**config.mk**
```make
export PLATFORM = sky130hd
export DESIGN_NAME = receiver
export DESIGN_NICKNAME = d
export VERILOG_FILES = /design/src/rtl/receiver.sv
export SDC_FILE = /design/constraint.sdc
export NUM_CORES = 1
export LEC_CHECK = 0
export BUFFER_PORTS_ARGS = -buffer_cell sky130_fd_sc_hd__buf_2
export CORE_MARGIN = 10
export CORE_UTILIZATION = 43
export DETAILED_ROUTE_END_ITERATION = 7
export MAX_ROUTING_LAYER = met4
export PLACE_DENSITY = 0.7
export SYNTH_ARGS = -nofsm -noshare
export SYNTH_HDL_FRONTEND = slang
export SYNTH_SLANG_ARGS = --single-unit
```
**constraint.sdc**
```tcl
create_clock -name iClock -period 2.7 [get_ports iClock]
set_clock_uncertainty 0.15 [all_clocks]
set_input_delay 0.135 -clock iClock [delete_from_list [all_inputs] [get_ports iClock]]
set_output_delay 0.135 -clock iClock [all_outputs]
set_load 0.01 [all_outputs]
```
**src/rtl/receiver.sv**
```systemverilog
// 8N1 serial receiver that loads each good byte into sample memory at consecutive
// addresses from 0 and raises a finished flag after the LAST_ADDRESS write.
module receiver #(
    parameter int          CLKS_PER_BIT = 434,
    parameter logic [15:0] LAST_ADDRESS = 16'hFFFF
) (
    input  logic        iClock,
    input  logic        iReset,
    input  logic        iRx,
    output logic [7:0]  oData,
    output logic [15:0] oAddress,
    output logic        oWriteEnable,
    output logic        oReceiveFinished,
    output logic        oFramingError
);

    localparam int                BAUD_W    = $clog2(CLKS_PER_BIT);
    localparam logic [BAUD_W-1:0] HALF_LAST = BAUD_W'(CLKS_PER_BIT / 2 - 1);
    localparam logic [BAUD_W-1:0] BIT_LAST  = BAUD_W'(CLKS_PER_BIT - 1);

    typedef enum logic [2:0] {
        IDLE,
        START,
        DATA,
        STOP,
        WAIT_IDLE,
        WRITE,
        DONE
    } state_t;

    state_t            state;
    logic              rx_meta;
    logic              rx_s;
    logic [BAUD_W-1:0] baud_cnt;
    logic [2:0]        bit_idx;
    logic [7:0]        shift_reg;

    // Both flops reset high so a reset never looks like a start bit.
    always_ff @(posedge iClock or posedge iReset) begin
        if (iReset) begin
            rx_meta <= 1'b1;
            rx_s    <= 1'b1;
        end else begin
            rx_meta <= iRx;
            rx_s    <= rx_meta;
        end
    end

    always_ff @(posedge iClock or posedge iReset) begin
        if (iReset) begin
            state            <= IDLE;
            baud_cnt         <= '0;
            bit_idx          <= '0;
            shift_reg        <= 8'h00;
            oData            <= 8'h00;
            oAddress         <= 16'h0000;
            oWriteEnable     <= 1'b0;
            oReceiveFinished <= 1'b0;
            oFramingError    <= 1'b0;
        end else begin
            oWriteEnable  <= 1'b0;
            oFramingError <= 1'b0;
            case (state)
                IDLE: begin
                    if (!rx_s) begin
                        state    <= START;
                        baud_cnt <= '0;
                    end
                end
                START: begin
                    if (baud_cnt == HALF_LAST) begin
                        baud_cnt <= '0;
                        if (rx_s) begin
                            state <= IDLE;
                        end else begin
                            state   <= DATA;
                            bit_idx <= '0;
                        end
                    end else begin
                        baud_cnt <= baud_cnt + 1'b1;
                    end
                end
                DATA: begin
                    if (baud_cnt == BIT_LAST) begin
                        baud_cnt  <= '0;
                        shift_reg <= {rx_s, shift_reg[7:1]};
                        if (bit_idx == 3'd7) begin
                            state <= STOP;
                        end else begin
                            bit_idx <= bit_idx + 3'd1;
                        end
                    end else begin
                        baud_cnt <= baud_cnt + 1'b1;
                    end
                end
                STOP: begin
                    if (baud_cnt == BIT_LAST) begin
                        baud_cnt <= '0;
                        if (rx_s) begin
                            oData        <= shift_reg;
                            oWriteEnable <= 1'b1;
                            state        <= WRITE;
                        end else begin
                            oFramingError <= 1'b1;
                            state         <= WAIT_IDLE;
                        end
                    end else begin
                        baud_cnt <= baud_cnt + 1'b1;
                    end
                end
                // A held-low line (break) must return high before a new start bit counts.
                WAIT_IDLE: begin
                    if (rx_s) begin
                        state <= IDLE;
                    end
                end
                WRITE: begin
                    if (oAddress == LAST_ADDRESS) begin
                        oReceiveFinished <= 1'b1;
                        state            <= DONE;
                    end else begin
                        oAddress <= oAddress + 16'd1;
                        state    <= IDLE;
                    end
                end
                DONE: begin
                    oReceiveFinished <= 1'b1;
                end
                default: begin
                    state <= IDLE;
                end
            endcase
        end
    end

endmodule

```
After elaboration in Yosys (flattened, before gate mapping)
Index checks and enable logic that the tools add are counted. W data, S select, Z words.

Flip-flop bits (word level): 52. Input port bits: 3. Output and inout bits: 27. Word-level logic and storage cells: 74.

Add/subtract/negate cells: 3. Equal/unequal tests: 19. Mux-type cells: 27. Bitwise logic cells: 2. Reductions and logical operators: 12.

Operators with widths (count): $mux W3 (11); $mux W9 (3); $pmux W9 S3 (1); $pmux W3 S7 (1); $ne A2 B2 Y1 const B (9); $add A16 B1 Y16 const B (1); $eq A16 B16 Y1 const B (1); $eq A3 B3 Y1 const B (4); $add A9 B1 Y9 const B (1); $eq A9 B8 Y1 const B (1); $eq A9 B9 Y1 const B (1); $mux W1 (8); $reduce_and A2 Y1 (4); $reduce_and A7 Y1 (1); $eq A3 B2 Y1 const B (2); $pmux W3 S2 (1); $reduce_and A5 Y1 (1); $reduce_bool A2 Y1 (2); $add A3 B1 Y3 const B (1); $eq A3 B1 Y1 const B (1); $logic_not A3 Y1 (1); $reduce_and A3 Y1 (1); $reduce_bool A3 Y1 (1); $mux W2 (1); 3 further kinds (4).

Logic depth before layout (Yosys ltp)
Gate-level depths: netlist of the first run.

Depth in word-level cells: 4. Gate-level depth with buffers: 8. Gate-level depth less buffers: 7.

Worst setup path before layout of the first run
OpenSTA, ideal clock, no wires.

Path type: reg-to-reg. Start: reg baud_cnt[0]. End: reg bit_idx[0]. Arrival time: 1.694 ns. Data required time: 2.425 ns. Path slack: 0.731 ns. Stages on the path, launching flop included: 7. Path buffers: 0. Period minus slack after synthesis: 1.969 ns. Path through: dfrtp_1 inv_1 ha_1 and3b_2 a311o_1 o211a_4 mux2_4.

Word-level cells in the longest chain between the ends: 3. Elaborated cells on any way between the ends: 5. Classes of those cells: eq/ne: 4; reduce/logical: 1.

RTL lines: start: declaration (line 34) `logic [BAUD_W-1:0] baud_cnt;`; start signal: assignment (line 80) `baud_cnt <= baud_cnt + 1'b1;`; start signal: assignment (line 93) `baud_cnt <= baud_cnt + 1'b1;`; start signal: assignment (line 108) `baud_cnt <= baud_cnt + 1'b1;`; $eq A9 B9 Y1 / $eq A9 B8 Y1 (equally long branches) (line 84, 71); $ne A2 B2 Y1 (no line); $reduce_and A5 Y1 (no line) (*); end signal: assignment (line 90) `bit_idx <= bit_idx + 3'd1;`; end: declaration (line 35) `logic [2:0] bit_idx;`.

Every way passes the cells marked *; elsewhere a longest branch is shown, timed or not. A chain may end at the register's enable or synchronous reset.

Final worst setup path of the first run
Start: reg oAddress[0]. End: reg oAddress[1].

Word-level cells in the longest chain between the ends: 3. Elaborated cells on any way between the ends: 4. Classes of those cells: add/sub: 1; eq/ne: 1; bitwise: 1; reduce/logical: 1.

RTL lines: start: declaration (line 11) `output logic [15:0] oAddress,`; start signal: assignment (line 122) `oAddress <= oAddress + 16'd1;`; parallel branches: the longest is 3 deep, another holds $add A16 B1 Y16.

Parallel ways; which one is timed is not known.

==> metrics.md, run 1 <==
| Metric | Value |
|---|---|
| Final period demand of the worst path | around 2300 ps |
| Top fanout value on the critical path | 11 |
| Inserted Diodes | 0 |
| Routed wire length | 4670 um |
| Max-slew violation total from the final report | 0 |
| Fillers | 533 |
| Remaining max-slew budget at the tightest pin | 37.4% |
| Net switching component of the power | around 280 uW |
| Fraction of final layout cells with drive strength greater than 1 | 26.0% |
| Worst IR drop on VDD | between 0.2 and 0.3 mV |
| Initial Util | 43.6% |
| Sum of negative setup slack | 0 ps |
| Outcome | completed |
| Post-cts resize count | 0 |
| Actual slew at the worst max-slew pin | between 900 and 1000 ps |
| Nets | 273 |
| Cell-by-cell listing of the critical path | ha_1, nand3_1, nor4_1, a41oi_1, mux2_2 |
| Worst setup path category | reg2reg |
| Post-synthesis instance area | 0.00255 mm^2 |
| Int Pwr | approximately 1100 uW |
| Count of H-tree levels built during CTS | 2 |
| Port-buffer cells | 29 |
| DR WL/cell | roughly 14 um |
| Critical Path Sink Type | flop |
| Via density | between 5 and 6 |
| Cell at the root of the clock tree | clkbuf_8 |
| Placed standard-cell area | 0.00277 mm^2 |
| Overflow left after global routing | 0 |
| Yosys warnings | 0 |
| Number of buffers on the longest clock path | 2 |
| Core outline area | 0.00585 mm^2 |
| Critical path's top delay family | compound AO/OA/AOI/OAI gates |
| Detailed-placement wirelength estimate | 3390 um |
| Post-synth net total | roughly 240 |
| Die Footprint | 0.00942 mm^2 |
| Number of enable flip-flop cells after synthesis | 0 |
| Share of power burned in registers | 58.1% |
| Clock slew at the register clock pins of the worst setup and hold paths | 100 ps |
| Antenna violations before repair | 0 |
| Final hold vios | 0 |
| Number of violations of the max-capacitance limit | 0 |
| Synth Flop Type | dfrtp_1 |
| Clock latency of the later-clocked register in the worst-skew pair | 320 ps |
| First-pass iteration count of the detailed router | 4 |
| # DRC | 0 |
| Post-synthesis register bit count | 52 |
| Combinational power share | under 10% |
| Net Sw Frac | 20.9% |
| Routability-driven placement congestion ratio | 0.770 |
| Top area cells in the synthesized netlist | dfrtp_1, mux2_2, xnor2_1 |
| Synth Instances | 230 |
| Antenna Nets Post-Route | 0 |
| Largest register FFs | 16 |
| Num rows | 28 |
| Detailed router's first-iteration violation count | between 100 and 150 |
| Setup repair after global routing missed its margin | false |
| Final std cell area, no fill | approximately 0.0029 mm^2 |
| TritonCTS clock tree | done |
| Maximum achievable frequency | 426 MHz |
| Vias post-DR | 1773 |
| Fraction of synthesis flops using an asynchronous set or reset pin | 100% |
| Sequential-to-total area share from yosys stat | approximately half |
| Number of setup violations in the final report | 0 |
| Hold Path Class | reg2reg |
| Number of buffers and inverters on the critical path | 0 |
| Largest Register | oAddress |
| Cell type with the largest total area after synthesis | dfrtp_1 |
| First-pass GRT wire length | approximately 8400 um |
| CP arrival | 2410 ps |
| Syn-to-layout area delta | 13.7% |
| Longest individual stage delay on the worst path | 750 ps |
| Registers with the most flip-flops | oAddress x16, baud_cnt x9 |
| Unique masters post-synth | 54 |
| Type of origin of the critical path | flop |
| Period utilisation layout | 87.0% |
| Average instance area after synthesis | 11.1 um^2 |
| Clock power share | 40.2% |
| TritonCTS Sinks | 52 |
| Pin count of the biggest net entering global routing | 53 |
| Register area | about 0.0013 mm^2 |
| Number of top-level pins | 30 |
| Power per cell area | 465 mW/mm^2 |
| Multi-input gate area | 0.00116 mm^2 |
| CTS Buf Count | 5 |
| CP max stage cell | a41oi_1 |
| Total GRT Usage | 10.8% |
| Width of the chip | 97.0 um |
| Area fraction of the dominant cell type after synthesis | 49.0% |
| Static leakage | 0.00139 uW |
| Data required time at the worst endpoint | between 2000 and 3000 ps |
| Floorplan die height | 97.0 um |
| Vias in the first global route | 1767 |
routing by layer:
layer | track usage [%] | share of wire [%]
met5 | - | 0
met4 | 6.24 | 2.3
met3 | 2.49 | 4.1
met2 | 16.3 | 46
met1 | 13.0 | 47
per-stage QoR:
step                      power (uW)  std cells  utilization [%]  hold WS [ps]  setup slack [ps]
after floorplan                  813        230                -         -10.5               731
after global placement           821        330             47.3          91.2               463
after global routing            1410        340             49.6           216               154
final                           1350        340             49.6           210               350
after CTS                       1370        340             49.6           211               357
after detailed placement         821        330             47.3          91.2               381
synthesized netlist by cell type (3+ instances only):
cell type	number
dfrtp_1	50
mux2_2	16
nand2_1	15
nand3_1	15
nor2_1	15
xnor2_1	13
inv_1	10
nand4_1	8
a21oi_1	7
ha_1	6
nor2b_1	6
o21ai_0	6
nand3b_1	4
a21o_1	3
a22o_1	3
and4_1	3
nand2b_1	3
nor3_1	3
worst paths after layout:
kind	start	end	slack [ps]	cells after the start
max	oAddress[0]	oAddress[1]	350	5
min in group asynchronous	iReset	oAddress[5]	390	4
min reg2reg	rx_meta	rx_s	210	0
max in group asynchronous	iReset	baud_cnt[7]	1600	4
min	rx_meta	rx_s	210	0
max reg2reg	oAddress[0]	oAddress[1]	350	5
power groups by stage:
stage,clock network (uW),registers [uW],logic (uW)
2_1_floorplan,0,796,17.1
4_1_cts,559,783,24.5
3_3_place_gp,0,799,22.3
3_5_place_dp,0,799,22.3
6_report,542,783,23.0
5_1_grt,594,784,28.1
cell type report:
| class | instances | area share (%) |
|---|---|---|
| sequential | 52 | 44.9 |
| timing repair buffer | 34 | 6.47 |
| inverter | 11 | 1.42 |
| clock buffer | 6 | 2.50 |
| multi-input combinational | 160 | 40.1 |
| tap | 75 | 3.23 |
| clock inverter | 2 | 1.34 |
cell usage in the layout (no fill, tap or decap), types with 4 or more instances in the layout:
cell      synthesis  layout
clkbuf_8          0       5
inv_1            10       9
nand3_1          15      15
nand4_1           8       8
ha_1              6       6
xnor2_1          13      13
nand2_1          15      15
nor2_1           15      15
a21oi_1           7       7
nand3b_1          4       4
o21ai_0           6       6
dfrtp_1          50      50
mux2_2           16      16
buf_2             2      29
nor2b_1           6       6
kinds of logic after synthesis:
logic type	after synthesis	synth area share, %
adders and majority gates	6	2.94
buffers and inverters	18	3.33
xor gates and xnor gates	14	4.80
muxes	19	8.43
AOI/OAI and AO/OA	37	10.7
DFF	52	51.1
and+or+nand+nor	84	18.7
timing repair:
action / in CTS / in global routing
hold buffers: 2 / 0
setup buffers: 0 / 0
hold endpoints to repair: 51 / 0
No activity file was read; power rests on OpenSTA's default activity.
==> inputs of run 2 (changes only) <==
- clock period: 2.7 -> 2.25 ns (I/O delays scaled with it)
==> run 2 against run 1 <==
Against the previous run: flip-flop and latch count unchanged; critical path type unchanged; clock power increased by 3%; first-iteration DRC count decreased by 28%; setup slack got worse by 200 ps; wire length increased by 1.6%; critical endpoint is now baud_cnt[5]; count of clock-buffer cells in the layout decreased by 1; global-route usage about the same.
==> metrics.md, run 2 (synthesis gave the netlist of run 1 again) <==
| Metric | Value |
|---|---|
| Outcome | completed |
| Placed cells | 333 (+0.91%) |
| Routability-driven placement congestion ratio | 0.774 (+0.51%) |
| Type of origin of the critical path | flop |
| Detailed-placement wirelength estimate | 3550 um (+4.5%) |
| Count of H-tree levels built during CTS | 2 (unchanged) |
| Cell at the root of the clock tree | clkbuf_8 |
| Post-route insts no fill | 343 (+0.88%) |
| Nets | 276 (+1.1%) |
| Overflow left after global routing | 0 (unchanged) |
| Number of buffers and inverters on the critical path | 1 (+1) |
| Via density | 5.15 (-1.2%) |
| Num rows | 28 (unchanged) |
| Metal1 wirelength | 2400 um (+8.2%) |
| First-pass GRT wire length | 8490 um (+0.97%) |
| Data required time at the worst endpoint | 2340 ps (-420 ps) |
| Final hold vios | 0 (unchanged) |
| DR top layer | met4 |
| Total GRT Usage | 10.8% (about the same) |
| Port-buffer cells | 29 (unchanged) |
| CP arrival | 2190 ps (-220 ps) |
| Minimum setup slack among reg-to-reg paths | 150 ps (-200 ps) |
| Post-cts resize count | 0 (unchanged) |
| Die Footprint | 0.00942 mm^2 (unchanged) |
| CTS Buf Count | 5 (unchanged) |
| Max-slew violation total from the final report | 0 (unchanged) |
| Largest Register | oAddress |
| Vias post-DR | 1767 (-0.34%) |
| TritonCTS Sinks | 52 (unchanged) |
| Worst IR drop on VDD | 0.269 mV (+7.5%) |
| Detailed router's first-iteration violation count | 81 (-28%) |
| Setup repair after global routing missed its margin | false |
| Critical path's top delay family | compound AO/OA/AOI/OAI gates |
| Initial Util | 43.6% (unchanged) |
| Floorplan die height | 97.0 um (unchanged) |
| Antenna violations before repair | 0 (unchanged) |
| Core outline area | 0.00585 mm^2 (unchanged) |
| Routed wire length | 4750 um (+1.6%) |
| Met3 wire length | 175 um (-9.3%) |
| Leading cell types in the layout, fill and taps excluded | dfrtp_1, buf_2, mux2_2 |
| Remaining max-slew budget at the tightest pin | 63.7% (+26 points) |
| Cell-by-cell listing of the critical path | inv_1, ha_1, and3b_2, a311o_1, o21ai_4, o21ai_0, a31oi_1 |
| Most common cell after layout, fill and taps aside | dfrtp_1 |
| Vias in the first global route | 1826 (+3.3%) |
| Static leakage | 0.00140 uW (+0.75%) |
| Longest individual stage delay on the worst path | 480 ps (-270 ps) |
| Multi-input gate area | 0.00116 mm^2 (unchanged) |
| # DRC | 0 (unchanged) |
| Period utilisation layout | 93.3% (+6.3 points) |
| Maximum achievable frequency | 476 MHz (+12%) |
| Critical Path Sink Type | flop |
| Sum of negative setup slack | 0 ps (unchanged) |
| Registers with the most flip-flops | oAddress x16, baud_cnt x9 |
| Fraction of final layout cells with drive strength greater than 1 | 27.2% (+1.2 points) |
| Inserted Diodes | 0 (unchanged) |
| Number of violations of the max-capacitance limit | 0 (unchanged) |
| Worst Hold Slack | 211 ps (+0.677 ps) |
| Register area | 0.00130 mm^2 (unchanged) |
| Power per cell area | 524 mW/mm^2 (+13%) |
| DR WL/cell | 13.8 um (+0.74%) |
| Antenna Nets Post-Route | 0 (unchanged) |
| Number of buffers on the longest clock path | 2 (unchanged) |
| Fillers | 542 (+1.7%) |
| Worst setup path category | reg2reg |
| Top fanout value on the critical path | 18 (+7) |
| Width of the chip | 97.0 um (unchanged) |
| Syn-to-layout area delta | 14.4% |
| Number of top-level pins | 30 (unchanged) |
| Largest register FFs | 16 (unchanged) |
| Actual slew at the worst max-slew pin | 543 ps (-383 ps) |
| Pin count of the biggest net entering global routing | 29 (-45%) |
| Hold Path Class | reg2reg |
| CP max stage cell | dfrtp_1 |
| Number of setup violations in the final report | 0 (unchanged) |
| Clock slew at the register clock pins of the worst setup and hold paths | 100 ps (about the same) |
| Final period demand of the worst path | 2100 ps (-250 ps) |
| Clock latency of the later-clocked register in the worst-skew pair | 310 ps (about the same) |
| Met2 Routed Length | 2090 um (-2.9%) |
| TritonCTS clock tree | done |
| First-pass iteration count of the detailed router | 4 (unchanged) |
## run 2: what timing repair did
action                    CTS  global route
buffers inserted            0             0
hold endpoints to repair   25             0
hold buffers                2             0
## run 2: area by class of cell
cell class	count	area share (%)
sequential	52	44.7
clock inverter	3	0.857
timing repair buffer	37	7.63
clock buffer	5	2.36
tap	75	3.21
inverter	11	1.41
multi-input combinational	160	39.9
## run 2: power breakdown
| group | internal (uW) | switching, uW | total, uW |
|---|---|---|---|
| clock | 227 | 330 | 557 |
| combinational | 9.35 | 21.6 | 31.0 |
| sequential | 937 | 2.80 | 940 |
| total | 1170 | 355 | 1530 |
## run 2: metal layers
metal	global-route usage (%)	vias up
met5	-	-
met4	4.09	0
met3	3.13	5
met2	16.5	23
met1	13.2	846
li1	-	893
## run 2: path summary, 6_finish.rpt
kind                             start           to  cells past startpoint
max                        baud_cnt[0]  baud_cnt[5]                      7
min                            rx_meta         rx_s                      0
max reg2reg                baud_cnt[0]  baud_cnt[5]                      7
min reg2reg                    rx_meta         rx_s                      0
max in group asynchronous       iReset         rx_s                      4
min in group asynchronous       iReset     oData[2]                      3
## run 2: through the flow
step | utilization (%) | worst slack, ps | area, um^2 | power (uW)
6_report | 49.9 | 150 | 2920 | 1530
5_1_grt | 49.9 | 19.9 | 2920 | 1600
4_1_cts | 49.9 | 138 | 2920 | 1550
3_5_place_dp | 47.9 | 154 | 2810 | 988
3_3_place_gp | 47.9 | 240 | 2810 | 988
2_1_floorplan | - | 281 | 2550 | 976
